<file path="config.mk">
export PLATFORM = sky130hd
export DESIGN_NAME = calc_core
export DESIGN_NICKNAME = d
export VERILOG_FILES = /design/src/rtl/calc_core.sv
export SDC_FILE = /design/constraint.sdc
export NUM_CORES = 1
export LEC_CHECK = 0
export CAP_MARGIN = 20
export CORE_UTILIZATION = 28
export DETAILED_ROUTE_END_ITERATION = 7
export GPL_TIMING_DRIVEN = 0
export PLACE_DENSITY = 0.55
export REMOVE_ABC_BUFFERS = 1
export SYNTH_ARGS = -nofsm -noshare
export SYNTH_HDL_FRONTEND = slang
export SYNTH_SLANG_ARGS = --single-unit
export TNS_END_PERCENT = 30
</file>
<file path="constraint.sdc">
create_clock -name i_clk -period 2.7 [get_ports i_clk]
set_clock_uncertainty 0.1 [all_clocks]
set_input_delay 0.27 -clock i_clk [delete_from_list [all_inputs] [get_ports i_clk]]
set_output_delay 0.27 -clock i_clk [all_outputs]
set_load 0.01 [all_outputs]
</file>
<file path="src/rtl/calc_core.sv">
`default_nettype none
// ============================================================================
// Module      : calc_core
// Description : Keypad calculator core. Captures operand A, operand B and the
//               operation on Enter pulses, registers the result and flags, and
//               drives the display value/select path. Supports add, subtract,
//               AND, OR, a soft clear and an optional chain mode.
// Revision    : 1.0 - initial release
// ============================================================================
module calc_core #(
    parameter int WIDTH    = 8,
    parameter bit CHAIN_EN = 1'b1
) (
    input  logic             i_clk,
    input  logic             i_rst,
    input  logic             i_enter,
    input  logic             i_clr,
    input  logic [WIDTH-1:0] i_value,
    input  logic [1:0]       i_op,
    input  logic             i_chain_mode,
    output logic [WIDTH-1:0] o_display,
    output logic             o_show_result,
    output logic [WIDTH-1:0] o_result,
    output logic             o_overflow,
    output logic             o_carry,
    output logic             o_result_valid,
    output logic [1:0]       o_ledr
);

    localparam logic [1:0] c_OP_ADD = 2'b00;
    localparam logic [1:0] c_OP_SUB = 2'b01;
    localparam logic [1:0] c_OP_AND = 2'b10;
    localparam logic [1:0] c_OP_OR  = 2'b11;
    localparam int         c_MSB    = WIDTH - 1;

    typedef enum logic [1:0] {
        S_A = 2'b00,
        S_B = 2'b01,
        S_R = 2'b10
    } state_t;

    state_t           r_state;
    logic [WIDTH-1:0] r_a;
    logic [WIDTH-1:0] r_result;
    logic             r_overflow;
    logic             r_carry;
    logic             r_result_valid;

    // B and the latched Op are only ever consumed on the B-capture edge, so
    // they are folded straight into R and the flags instead of being kept as
    // write-only registers.
    logic             w_sub;
    logic [WIDTH-1:0] w_b_eff;
    logic [WIDTH:0]   w_sum;
    logic             w_arith_ovf;
    logic [WIDTH-1:0] w_res;
    logic             w_ovf;
    logic             w_cry;
    logic             w_chain;

    // Subtract is A + ~B + 1, so one adder serves both arithmetic ops.
    assign w_sub       = (i_op == c_OP_SUB);
    assign w_b_eff     = w_sub ? ~i_value : i_value;
    assign w_sum       = {1'b0, r_a} + {1'b0, w_b_eff} + {{WIDTH{1'b0}}, w_sub};
    // Overflow when the effective adder inputs share a sign the sum lacks.
    assign w_arith_ovf = (r_a[c_MSB] == w_b_eff[c_MSB]) && (w_sum[c_MSB] != r_a[c_MSB]);
    assign w_chain     = i_chain_mode && CHAIN_EN;

    // Operation select: next result and flags for the B-capture edge.
    always_comb begin
        w_res = w_sum[WIDTH-1:0];
        w_ovf = 1'b0;
        w_cry = 1'b0;
        case (i_op)
            c_OP_ADD, c_OP_SUB: begin
                w_res = w_sum[WIDTH-1:0];
                w_ovf = w_arith_ovf;
                w_cry = w_sum[WIDTH];
            end
            c_OP_AND: w_res = r_a & i_value;
            c_OP_OR:  w_res = r_a | i_value;
            default:  w_res = w_sum[WIDTH-1:0];
        endcase
    end

    // Control FSM and datapath registers; reset and soft clear share one path.
    always_ff @(posedge i_clk) begin
        if (i_rst || i_clr) begin
            r_state        <= S_A;
            r_a            <= '0;
            r_result       <= '0;
            r_overflow     <= 1'b0;
            r_carry        <= 1'b0;
            r_result_valid <= 1'b0;
        end else begin
            r_result_valid <= 1'b0;
            if (i_enter) begin
                case (r_state)
                    S_A: begin
                        r_a     <= i_value;
                        r_state <= S_B;
                    end
                    S_B: begin
                        r_result       <= w_res;
                        r_overflow     <= w_ovf;
                        r_carry        <= w_cry;
                        r_result_valid <= 1'b1;
                        r_state        <= S_R;
                    end
                    S_R: begin
                        if (w_chain) begin
                            r_a     <= r_result;
                            r_state <= S_B;
                        end else begin
                            r_state <= S_A;
                        end
                    end
                    default: r_state <= S_A;
                endcase
            end
        end
    end

    // Output unit: display mux selected by registered state only.
    assign o_show_result  = (r_state == S_R);
    assign o_display      = o_show_result ? r_result : i_value;
    assign o_result       = r_result;
    assign o_overflow     = r_overflow;
    assign o_carry        = r_carry;
    assign o_result_valid = r_result_valid;
    assign o_ledr         = r_state;

endmodule
`default_nettype wire

</file>
==> impl_metrics.env, run 1 <==
export IMPL_num_antenna_cells=0
export IMPL_wl_per_cell_um=13.1
export IMPL_synth_cells=173
export IMPL_cts_setup_buffers=0
export IMPL_die_w_um=74.5
export IMPL_crit_slowest_cell="fa_1"
export IMPL_grt_max_degree=19
export IMPL_slew_headroom_pct=51.1
export IMPL_maxCapViolations=0
export IMPL_syn_to_final_growth_pct=31.5
export IMPL_crit_path_max_fanout=14
export IMPL_synth_top_cell_area_share_pct=28.6
export IMPL_hpwl_mm=2.60
export IMPL_finalSetupViolCount=0
export IMPL_firstDrtPassIters=4
export IMPL_clk_latency_ns=0.26
export IMPL_clock_sinks=21
export IMPL_finalSetupTns_ns=0
export IMPL_crit_path_end_kind="register"
export IMPL_synth_seq_cells=21
export IMPL_synth_top_area_cell="dfxtp_1"
export IMPL_drt_vias_per_instance=4.88
export IMPL_setup_slack_ns=0.191
export IMPL_ant_nets=0
export IMPL_drtIter0Drc=66
export IMPL_cts_max_level=1
export IMPL_rsz0062_at_grt="false"
export IMPL_io_pins=37
export IMPL_synth_compound_area_share_pct=22.3
export IMPL_grt_overflow=0
export IMPL_cts_root_buf="clkbuf_8"
export IMPL_worstHoldPathCells=3
export IMPL_routabilityCongestion=0.789
export IMPL_cts_tree="yes"
export IMPL_tightest_slew_ns=0.731
export IMPL_layout_nets=233
export IMPL_finalWirelength_mm=3.60
export IMPL_status="finished clean"
export IMPL_synth_area_leaders="dfxtp_1 29%, ha_1 8.5%, xnor2_1 5.4%, a211oi_1 5.1%, nor2_1 4.8%"
export IMPL_worstSetupStartpointType="primary input"
export IMPL_final_util_pct=38.1
export IMPL_drc=0
export IMPL_synth_avg_cell_area_um2=8.51
export IMPL_clkTransAtPathRegs_ns=0.08
export IMPL_layout_drive_gt1_share_pct=7.28
export IMPL_cpPeakStageDelay_ns=0.46
export IMPL_syn_area_um2=1470
export IMPL_synthAdderAreaFrac_pct=12.6
export IMPL_crit_cells=9
export IMPL_die_area_um2=5550
export IMPL_whs_ns=0.378
export IMPL_synthXorXnorAreaFrac_pct=7.14
export IMPL_p_leak_nw=0.724
export IMPL_synth_mux_area_share_pct=8.16
export IMPL_rr_worst_depth=8
export IMPL_yosysUniqueCellTypes=41
export IMPL_track_usage_pct=14.3
export IMPL_fin_crit_sh_pct=92.9
export IMPL_path_cells="clkdlybuf4s15_2, nand2_2, xnor2_1, fa_1, a211oi_1, o21bai_1, a21o_1, a211oi_1, nor3_1"
export IMPL_power_density_nw_per_um2=385
export IMPL_via_count=1346
export IMPL_core_area_um2=5070
export IMPL_num_rows=26
export IMPL_timing_fmax_mhz=399
export IMPL_numCtsBuffers=3
export IMPL_portBuffers=36
export IMPL_fin_crit_ns=2.51
export IMPL_critPathMostFrequentCell="a211oi_1"
export IMPL_yosysWarnings=0
export IMPL_dpl_worst_slack_ns=-0.790
export IMPL_hold_path_class="primary input to register"
export IMPL_finalPower_mw=0.745
export IMPL_clock_path_buffers=2
export IMPL_crit_type="primary input to register"
export IMPL_chipHeight_um=74.5
export IMPL_synthSimpleGateAreaFrac_pct=17.3
export IMPL_crit_arrival_ns=2.55
export IMPL_start_util_pct=29.0
export IMPL_crit_family="compound AO/OA/AOI/OAI gates"
export IMPL_hold_violations=0
export IMPL_ys_seq_area_share_pct=28.6
export IMPL_antenna_found_initial=0
export IMPL_first_global_vias=1218
export IMPL_crit_buf_inv=1
export IMPL_synth_top_family_by_area="compound AO/OA/AOI/OAI gates"
export IMPL_grt_pass1_wl_mm=5.87
export IMPL_peakVddDrop_uv=182
export IMPL_report_final_slew_viol_count=0
export IMPL_crit_required_ns=2.74
==> worst paths after layout <==
kind	endpoint	startpoint	slack (ns)
min	o_result[3]	i_op[1]	0.38
min reg2reg	o_result[2]	o_result[2]	0.38
max	o_carry	i_op[0]	0.19
max reg2reg	o_carry	r_a[0]	0.55
==> cells in the mapped netlist (all sizes together) <==
master and n:
dfxtp 21, nor2 19, a21oi 13, a211oi 10, ha 10, o21ai 9
xnor2 9, inv 8, mux2 8, clkbuf 6, nor3 6, nand2 5
maj3 4, nand2b 4, mux2i 3, nand3 3, nor2b 3, nor3b 3
xor2 3, a21o 2, a22oi 2, nand3b 2, o211ai 2, o21bai 2
o22ai 2, a2111oi 1, a211o 1, a31oi 1, and3b 1, buf 1
fa 1, nand4 1, nor4b 1, o2111ai 1, o311ai 1, o31ai 1
o32a 1, or2 1, or3b 1
==> cell families (layout without fill, tap and decap cells) <==
family	count (synthesis)	in the layout
AO/OA/AOI/OAI	49	49
XOR/XNOR	12	12
adder cells (fa/ha/maj)	15	15
buffers and inverters	15	48
flip-flops	21	21
multiplexers	11	11
AND/OR/NAND/NOR	50	50
==> layer usage <==
layer | up-vias | part of all wire [%] | global-route usage [%]
met5 | - | 0 | 0
li1 | 700 | - | -
met2 | 27 | 44 | 21.9
met4 | 0 | 1.1 | 4.40
met1 | 615 | 51 | 19.4
met3 | 4 | 4.3 | 3.93
==> worst register-to-register path, stage by stage, from the launching register on <==
cell and delay [ns]:
dfxtp_1 0.33, inv_1 0.09, o21ai_0 0.12, fa_1 0.44, a211oi_1 0.31, o21bai_1 0.12
a21o_1 0.21, a211oi_1 0.25, nor3_1 0.08
==> registers in the layout, summed over array words and instances, names as in the netlist <==
signal and count:
o_result 8, o_overflow 1, o_result_valid 1, o_ledr 2, o_carry 1, r_a 8
==> cells in the final DEF, fill, tap and decap left out, drive strengths merged, types with 2 or more instances in the layout <==
cell type	Yosys	routed
nand2	5	5
nor3b	3	3
a211oi	10	10
a21o	2	2
o211ai	2	2
mux2	8	8
ha	10	10
a22oi	2	2
nand3	3	3
maj3	4	4
dfxtp	21	21
nor2	19	19
nand2b	4	4
nand3b	2	2
xor2	3	3
o21bai	2	2
inv	8	8
nor3	6	6
nor2b	3	3
clkdlybuf4s50	0	34
o22ai	2	2
mux2i	3	3
a21oi	13	13
xnor2	9	9
clkbuf	6	5
o21ai	9	9
==> where the power goes <==
group / switching, mW / internal [mW]
Clock: 0.108 / 0.105
Combinational: 0.106 / 0.101
Sequential: 0.00721 / 0.318
Total: 0.221 / 0.524
==> per-stage QoR <==
stage	instance area [µm²]	std cells
floorplan	1440	166
global placement	1890	272
detailed placement	1890	272
CTS	1940	276
global route	1940	276
finish	1940	276
==> layout make-up <==
| cell class | count | area, µm² |
|---|---|---|
| multi-input combinational | 137 | 996 |
| clock buffer | 4 | 45.0 |
| timing repair buffer | 36 | 357 |
| tap | 70 | 87.6 |
| sequential | 21 | 420 |
| fill | 541 | 3140 |
| inverter | 8 | 30.0 |
==> timing repair <==
action | CTS | global route
resized for setup | 7 | 1
pin swaps | 0 | 0
setup endpoints to repair | 8 | 4
gates cloned | 0 | 0
hold buffers | 0 | 0
No activity file was read; power rests on OpenSTA's default activity.
==> inputs of run 2 (changes only) <==
--- a/config.mk
+++ b/config.mk
@@ -9,7 +9,7 @@
 export CORE_UTILIZATION = 28
 export DETAILED_ROUTE_END_ITERATION = 7
 export GPL_TIMING_DRIVEN = 0
-export PLACE_DENSITY = 0.55
+export PLACE_DENSITY = 0.61
 export REMOVE_ABC_BUFFERS = 1
 export SYNTH_ARGS = -nofsm -noshare
 export SYNTH_HDL_FRONTEND = slang
==> run 2 against run 1 <==
Flip-flop and latch count unchanged; first-iteration DRC count up 3.0%; clock power down 3%; global-route usage down 0.36 points; total power down 0.43%; utilization up 0.25 points; largest cell class unchanged.
==> impl_metrics.env, run 2 (synthesized netlist as in run 1, its figures left out) <==
export IMPL_status="finished clean"
export IMPL_rsz0062_at_grt="false"
export IMPL_chipHeight_um=74.5
export IMPL_path_cells="clkdlybuf4s15_2, inv_2, nand2_2, xnor2_1, fa_1, a211oi_2, o21bai_1, a21o_1, a211oi_1, nor3_1"
export IMPL_syn_to_final_growth_pct=32.4
export IMPL_p_leak_nw=0.729
export IMPL_hold_path_class="register to register"
export IMPL_die_area_um2=5550
export IMPL_cts_root_buf="clkbuf_8"
export IMPL_hold_buffers=0
export IMPL_first_global_vias=1241
export IMPL_numCtsBuffers=3
export IMPL_drc=0
export IMPL_firstDrtPassIters=4
export IMPL_grt_max_degree=19
export IMPL_fin_crit_ns=2.47
export IMPL_final_util_pct=38.4
export IMPL_fill_cells=545
export IMPL_num_rows=26
export IMPL_layout_commonest_cell="clkdlybuf4s50_1"
export IMPL_num_antenna_cells=0
export IMPL_crit_path_max_fanout=11
export IMPL_cts_tree="yes"
export IMPL_die_w_um=74.5
export IMPL_maxCapViolations=0
export IMPL_layout_nets=233
export IMPL_core_area_um2=5070
export IMPL_clock_path_buffers=2
export IMPL_cpPeakStageDelay_ns=0.47
export IMPL_power_density_nw_per_um2=381
export IMPL_clk_latency_ns=0.26
export IMPL_io_pins=37
export IMPL_drt_vias_per_instance=4.93
export IMPL_ant_nets=0
export IMPL_finalWirelength_mm=3.65
export IMPL_layout_drive_gt1_share_pct=8.25
export IMPL_antenna_found_initial=0
export IMPL_crit_arrival_ns=2.51
export IMPL_peakVddDrop_uv=215
export IMPL_hpwl_mm=2.62
export IMPL_cts_resized=7
export IMPL_crit_type="primary input to register"
export IMPL_crit_path_end_kind="register"
export IMPL_grt_overflow=0
export IMPL_whs_ns=0.384
export IMPL_report_final_slew_viol_count=0
export IMPL_wl_per_cell_um=13.2
export IMPL_clkTransAtPathRegs_ns=0.08
export IMPL_setup_slack_ns=0.226
export IMPL_drtIter0Drc=68
export IMPL_crit_slowest_cell="fa_1"
export IMPL_cts_max_level=1
export IMPL_clock_sinks=21
export IMPL_dpl_worst_slack_ns=-0.808
export IMPL_r2r_slack_ns=0.60
export IMPL_timing_fmax_mhz=404
export IMPL_slew_headroom_pct=52.2
export IMPL_routabilityCongestion=0.804
export IMPL_layout_common_cells="34 x clkdlybuf4s50_1, 21 x dfxtp_1, 19 x nor2_1, 13 x a21oi_1, 10 x ha_1"
export IMPL_hold_violations=0
export IMPL_track_usage_pct=13.9
export IMPL_finalSetupViolCount=0
export IMPL_multi_input_area_um2=1000
export IMPL_crit_required_ns=2.73
export IMPL_finalPower_mw=0.742
export IMPL_via_count=1362
export IMPL_fin_crit_sh_pct=91.6
export IMPL_cts_setup_buffers=0
export IMPL_grt_pass1_wl_mm=5.88
export IMPL_tightest_slew_ns=0.715
export IMPL_start_util_pct=29.0
export IMPL_portBuffers=36
export IMPL_ff_latch_area_um2=420
export IMPL_worstSetupStartpointType="primary input"
-- run 2: critical path, delay by kind of cell --
kind                     cells  cell delay (ns)
AO/OA/AOI/OAI                4             0.80
XOR/XNOR                     1             0.23
adder cells (fa/ha/maj)      1             0.47
AND/OR/NAND/NOR              2             0.26
buffers and inverters        2             0.46
-- run 2: power breakdown --
| group | total (mW) | switching (mW) | internal [mW] |
|---|---|---|---|
| Sequential | 0.325 | 0.00723 | 0.318 |
| Clock | 0.207 | 0.104 | 0.103 |
| Combinational | 0.210 | 0.108 | 0.102 |
-- run 2: cell type report --
class	count	share of cell area (%)
Clock inverter	1	0.257
Inverter	8	1.54
Multi-Input combinational cell	137	51.4
Sequential cell	21	21.6
Tap cell	70	4.50
Clock buffer	3	2.12
Timing Repair Buffer	36	18.6
-- run 2: per-stage QoR --
stage / instance area (µm²) / setup TNS [ns] / instances
2_1_floorplan: 1440 / 0 / 166
3_3_place_gp: 1890 / -4.86 / 272
3_5_place_dp: 1890 / -5.08 / 272
4_1_cts: 1940 / 0 / 276
5_1_grt: 1950 / 0 / 276
6_report: 1950 / 0 / 276
-- run 2: metal layers --
| metal | wire [µm] | part of all wire (%) | track usage, % |
|---|---|---|---|
| met3 | 182 | 5.0 | 3.39 |
| met1 | 1790 | 49 | 18.8 |
| met2 | 1670 | 46 | 22.9 |
| met4 | 22 | 0.60 | 1.89 |
| met5 | 0 | 0 | 0 |
-- run 2: path summary, 6_finish.rpt --
kind,to,cells past startpoint,from
min reg2reg,o_result[2],2,o_result[2]
max reg2reg,o_carry,8,r_a[0]
max,o_carry,10,i_op[1]
min,o_result[2],2,o_result[2]
==> inputs of run 3 (changes only) <==
--- a/config.mk
+++ b/config.mk
@@ -5,11 +5,13 @@
 export SDC_FILE = /design/constraint.sdc
 export NUM_CORES = 1
 export LEC_CHECK = 0
+export ABC_AREA = 1
 export CAP_MARGIN = 20
 export CORE_UTILIZATION = 28
 export DETAILED_ROUTE_END_ITERATION = 7
 export GPL_TIMING_DRIVEN = 0
 export PLACE_DENSITY = 0.61
+export RECOVER_POWER = 100
 export REMOVE_ABC_BUFFERS = 1
 export SYNTH_ARGS = -nofsm -noshare
 export SYNTH_HDL_FRONTEND = slang
==> run 3 against run 2 <==
Total power shrank 2.0%; worst setup slack gained 0.030 ns; flip-flop and latch count is the same; highest routed layer unchanged; via count grew 8.9%; fmax grew 1.2%; largest power group unchanged; global-route usage shrank 0.19 points; wire length grew 4.3%; first-iteration DRC count shrank 2.9%; register-to-register slack gained 0.23 ns.
==> impl_metrics.env, run 3 <==
export IMPL_synth_avg_cell_area_um2=7.06
export IMPL_synth_edf_count=0
export IMPL_numCtsBuffers=3
export IMPL_whs_ns=0.380
export IMPL_finalSetupTns_ns=0
export IMPL_firstDrtPassIters=4
export IMPL_cts_setup_buffers=0
export IMPL_track_usage_pct=13.7
export IMPL_via_count=1483
export IMPL_tightest_slew_ns=0.715
export IMPL_fin_area_um2=2000
export IMPL_status="finished clean"
export IMPL_finalPower_mw=0.727
export IMPL_synth_top_cell_area_share_pct=27.4
export IMPL_crit_type="primary input to register"
export IMPL_hpwl_mm=2.91
export IMPL_wl_per_cell_um=11.8
export IMPL_first_global_vias=1314
export IMPL_synth_seq_cells=21
export IMPL_crit_path_end_kind="register"
export IMPL_io_pins=37
export IMPL_die_area_um2=5770
export IMPL_chipHeight_um=76.0
export IMPL_hold_buffers=0
export IMPL_syn_to_final_growth_pct=30.2
export IMPL_layout_drive_gt1_share_pct=7.14
export IMPL_ant_nets=0
export IMPL_cts_max_level=1
export IMPL_worstSetupStartpointType="primary input"
export IMPL_drc=0
export IMPL_yosysWarnings=0
export IMPL_power_density_nw_per_um2=364
export IMPL_hold_path_class="register to register"
export IMPL_grt_pass1_wl_mm=6.35
export IMPL_fin_crit_ns=2.44
export IMPL_layout_common_cells="36 x inv_1, 36 x nand2_1, 29 x a21oi_1, 27 x o21ai_0, 23 x dlygate4sd3_1"
export IMPL_num_antenna_cells=0
export IMPL_die_w_um=76.0
export IMPL_num_rows=26
export IMPL_antenna_found_initial=0
export IMPL_clock_path_buffers=2
export IMPL_cts_root_buf="clkbuf_8"
export IMPL_yosysMostFrequentCell="inv_1"
export IMPL_core_area_um2=5200
export IMPL_clock_sinks=21
export IMPL_synth_top_area_cell="dfxtp_1"
export IMPL_synth_ff_type="dfxtp_1"
export IMPL_finalWirelength_mm=3.81
export IMPL_drt_vias_per_instance=4.61
export IMPL_netlist_top_cells_count="36 x inv_1, 35 x nand2_1, 28 x a21oi_1"
export IMPL_hold_violations=0
export IMPL_routabilityCongestion=0.855
export IMPL_fin_crit_sh_pct=90.5
export IMPL_timing_fmax_mhz=409
export IMPL_maxCapViolations=0
export IMPL_rsz0062_at_grt="false"
export IMPL_final_util_pct=38.3
export IMPL_finalSetupViolCount=0
export IMPL_async_flop_share_pct=0
export IMPL_grt_overflow=0
export IMPL_clkTransAtPathRegs_ns=0.08
export IMPL_cts_resized=0
export IMPL_slew_headroom_pct=52.1
export IMPL_portBuffers=36
export IMPL_syn_area_um2=1530
export IMPL_grt_max_degree=18
export IMPL_yosysUniqueCellTypes=33
export IMPL_ys_seq_area_share_pct=27.4
export IMPL_drtIter0Drc=66
export IMPL_crit_required_ns=2.80
export IMPL_p_leak_nw=0.892
export IMPL_clk_latency_ns=0.26
export IMPL_layout_nets=279
export IMPL_peakVddDrop_uv=166
export IMPL_placed_area_um2=1960
export IMPL_cts_tree="yes"
export IMPL_report_final_slew_viol_count=0
export IMPL_start_util_pct=29.4
export IMPL_synth_area_leaders="dfxtp_1 27%, a21oi_1 9.1%, inv_1 8.8%, o21ai_0 8.8%, nand2_1 8.6%"
export IMPL_crit_path_max_fanout=8
export IMPL_crit_arrival_ns=2.54
export IMPL_synth_cells=217
run 3: cell types whose count changed in the layout (fill, tap and decap cells not counted), moves of 12 or more:
cell	before	now
o21ai_0	8	27
nor2_1	19	7
a21oi_1	13	29
clkdlybuf4s50_1	34	13
nand2_1	4	36
dlygate4sd3_1	0	23
inv_1	7	36
run 3: metal layers:
| metal | vias up | track usage, % | wire length, µm |
|---|---|---|---|
| li1 | 793 | - | - |
| met1 | 655 | 18.4 | 1860 |
| met2 | 33 | 22.5 | 1760 |
| met3 | 2 | 2.40 | 164 |
| met4 | 0 | 4.04 | 23 |
| met5 | - | 0 | 0 |
run 3: cells by family (layout without fill, tap and decap cells):
family / after synthesis / count (layout) / synth area share [%]
mux: 2 / 2 / 1.31
simple gates: 64 / 64 / 21.8
flops: 21 / 21 / 27.4
xor+xnor: 8 / 8 / 4.57
fa+ha+maj: 11 / 11 / 9.47
compound gates: 69 / 69 / 24.7
buf+inv: 42 / 77 / 10.7
run 3: layout make-up:
| cell class | count | area, µm² |
|---|---|---|
| clock buffer | 3 | 41.3 |
| timing repair buffer | 36 | 360 |
| fill | 553 | 3210 |
| multi-input combinational | 154 | 942 |
| tap | 70 | 87.6 |
| sequential | 21 | 420 |
| inverter | 37 | 139 |
| clock inverter | 1 | 5.00 |
run 3: final timing paths:
kind	endpoint	depth (start not counted)	start	slack (ns)
min reg2reg	o_overflow	2	o_overflow	0.38
max reg2reg	o_result[4]	8	r_a[0]	0.83
min	o_overflow	2	o_overflow	0.38
max	o_result[4]	10	i_op[1]	0.26
run 3: where the power goes:
group | switching (mW) | internal (mW) | leakage (nW)
registers | 0.00773 | 0.317 | 0.170
logic | 0.110 | 0.0771 | 0.696
clock network | 0.111 | 0.103 | 0.0255
total | 0.230 | 0.497 | 0.892
run 3: worst max-delay path, cell delays in order:
cell and delay [ns]:
dlygate4sd3_1 0.72, inv_2 0.13, nand2_8 0.13, xor2_1 0.16
inv_1 0.09, fa_1 0.46, a31oi_1 0.20, xor2_1 0.19
nand2_1 0.08, a21oi_1 0.12
run 3: through the flow:
step / setup WS (ns) / cells
floorplan: 0.916 / 212
global placement: 0.0449 / 318
global route: 0.105 / 322
detailed placement: 0.0383 / 318
CTS: 0.312 / 322
finish: 0.257 / 322
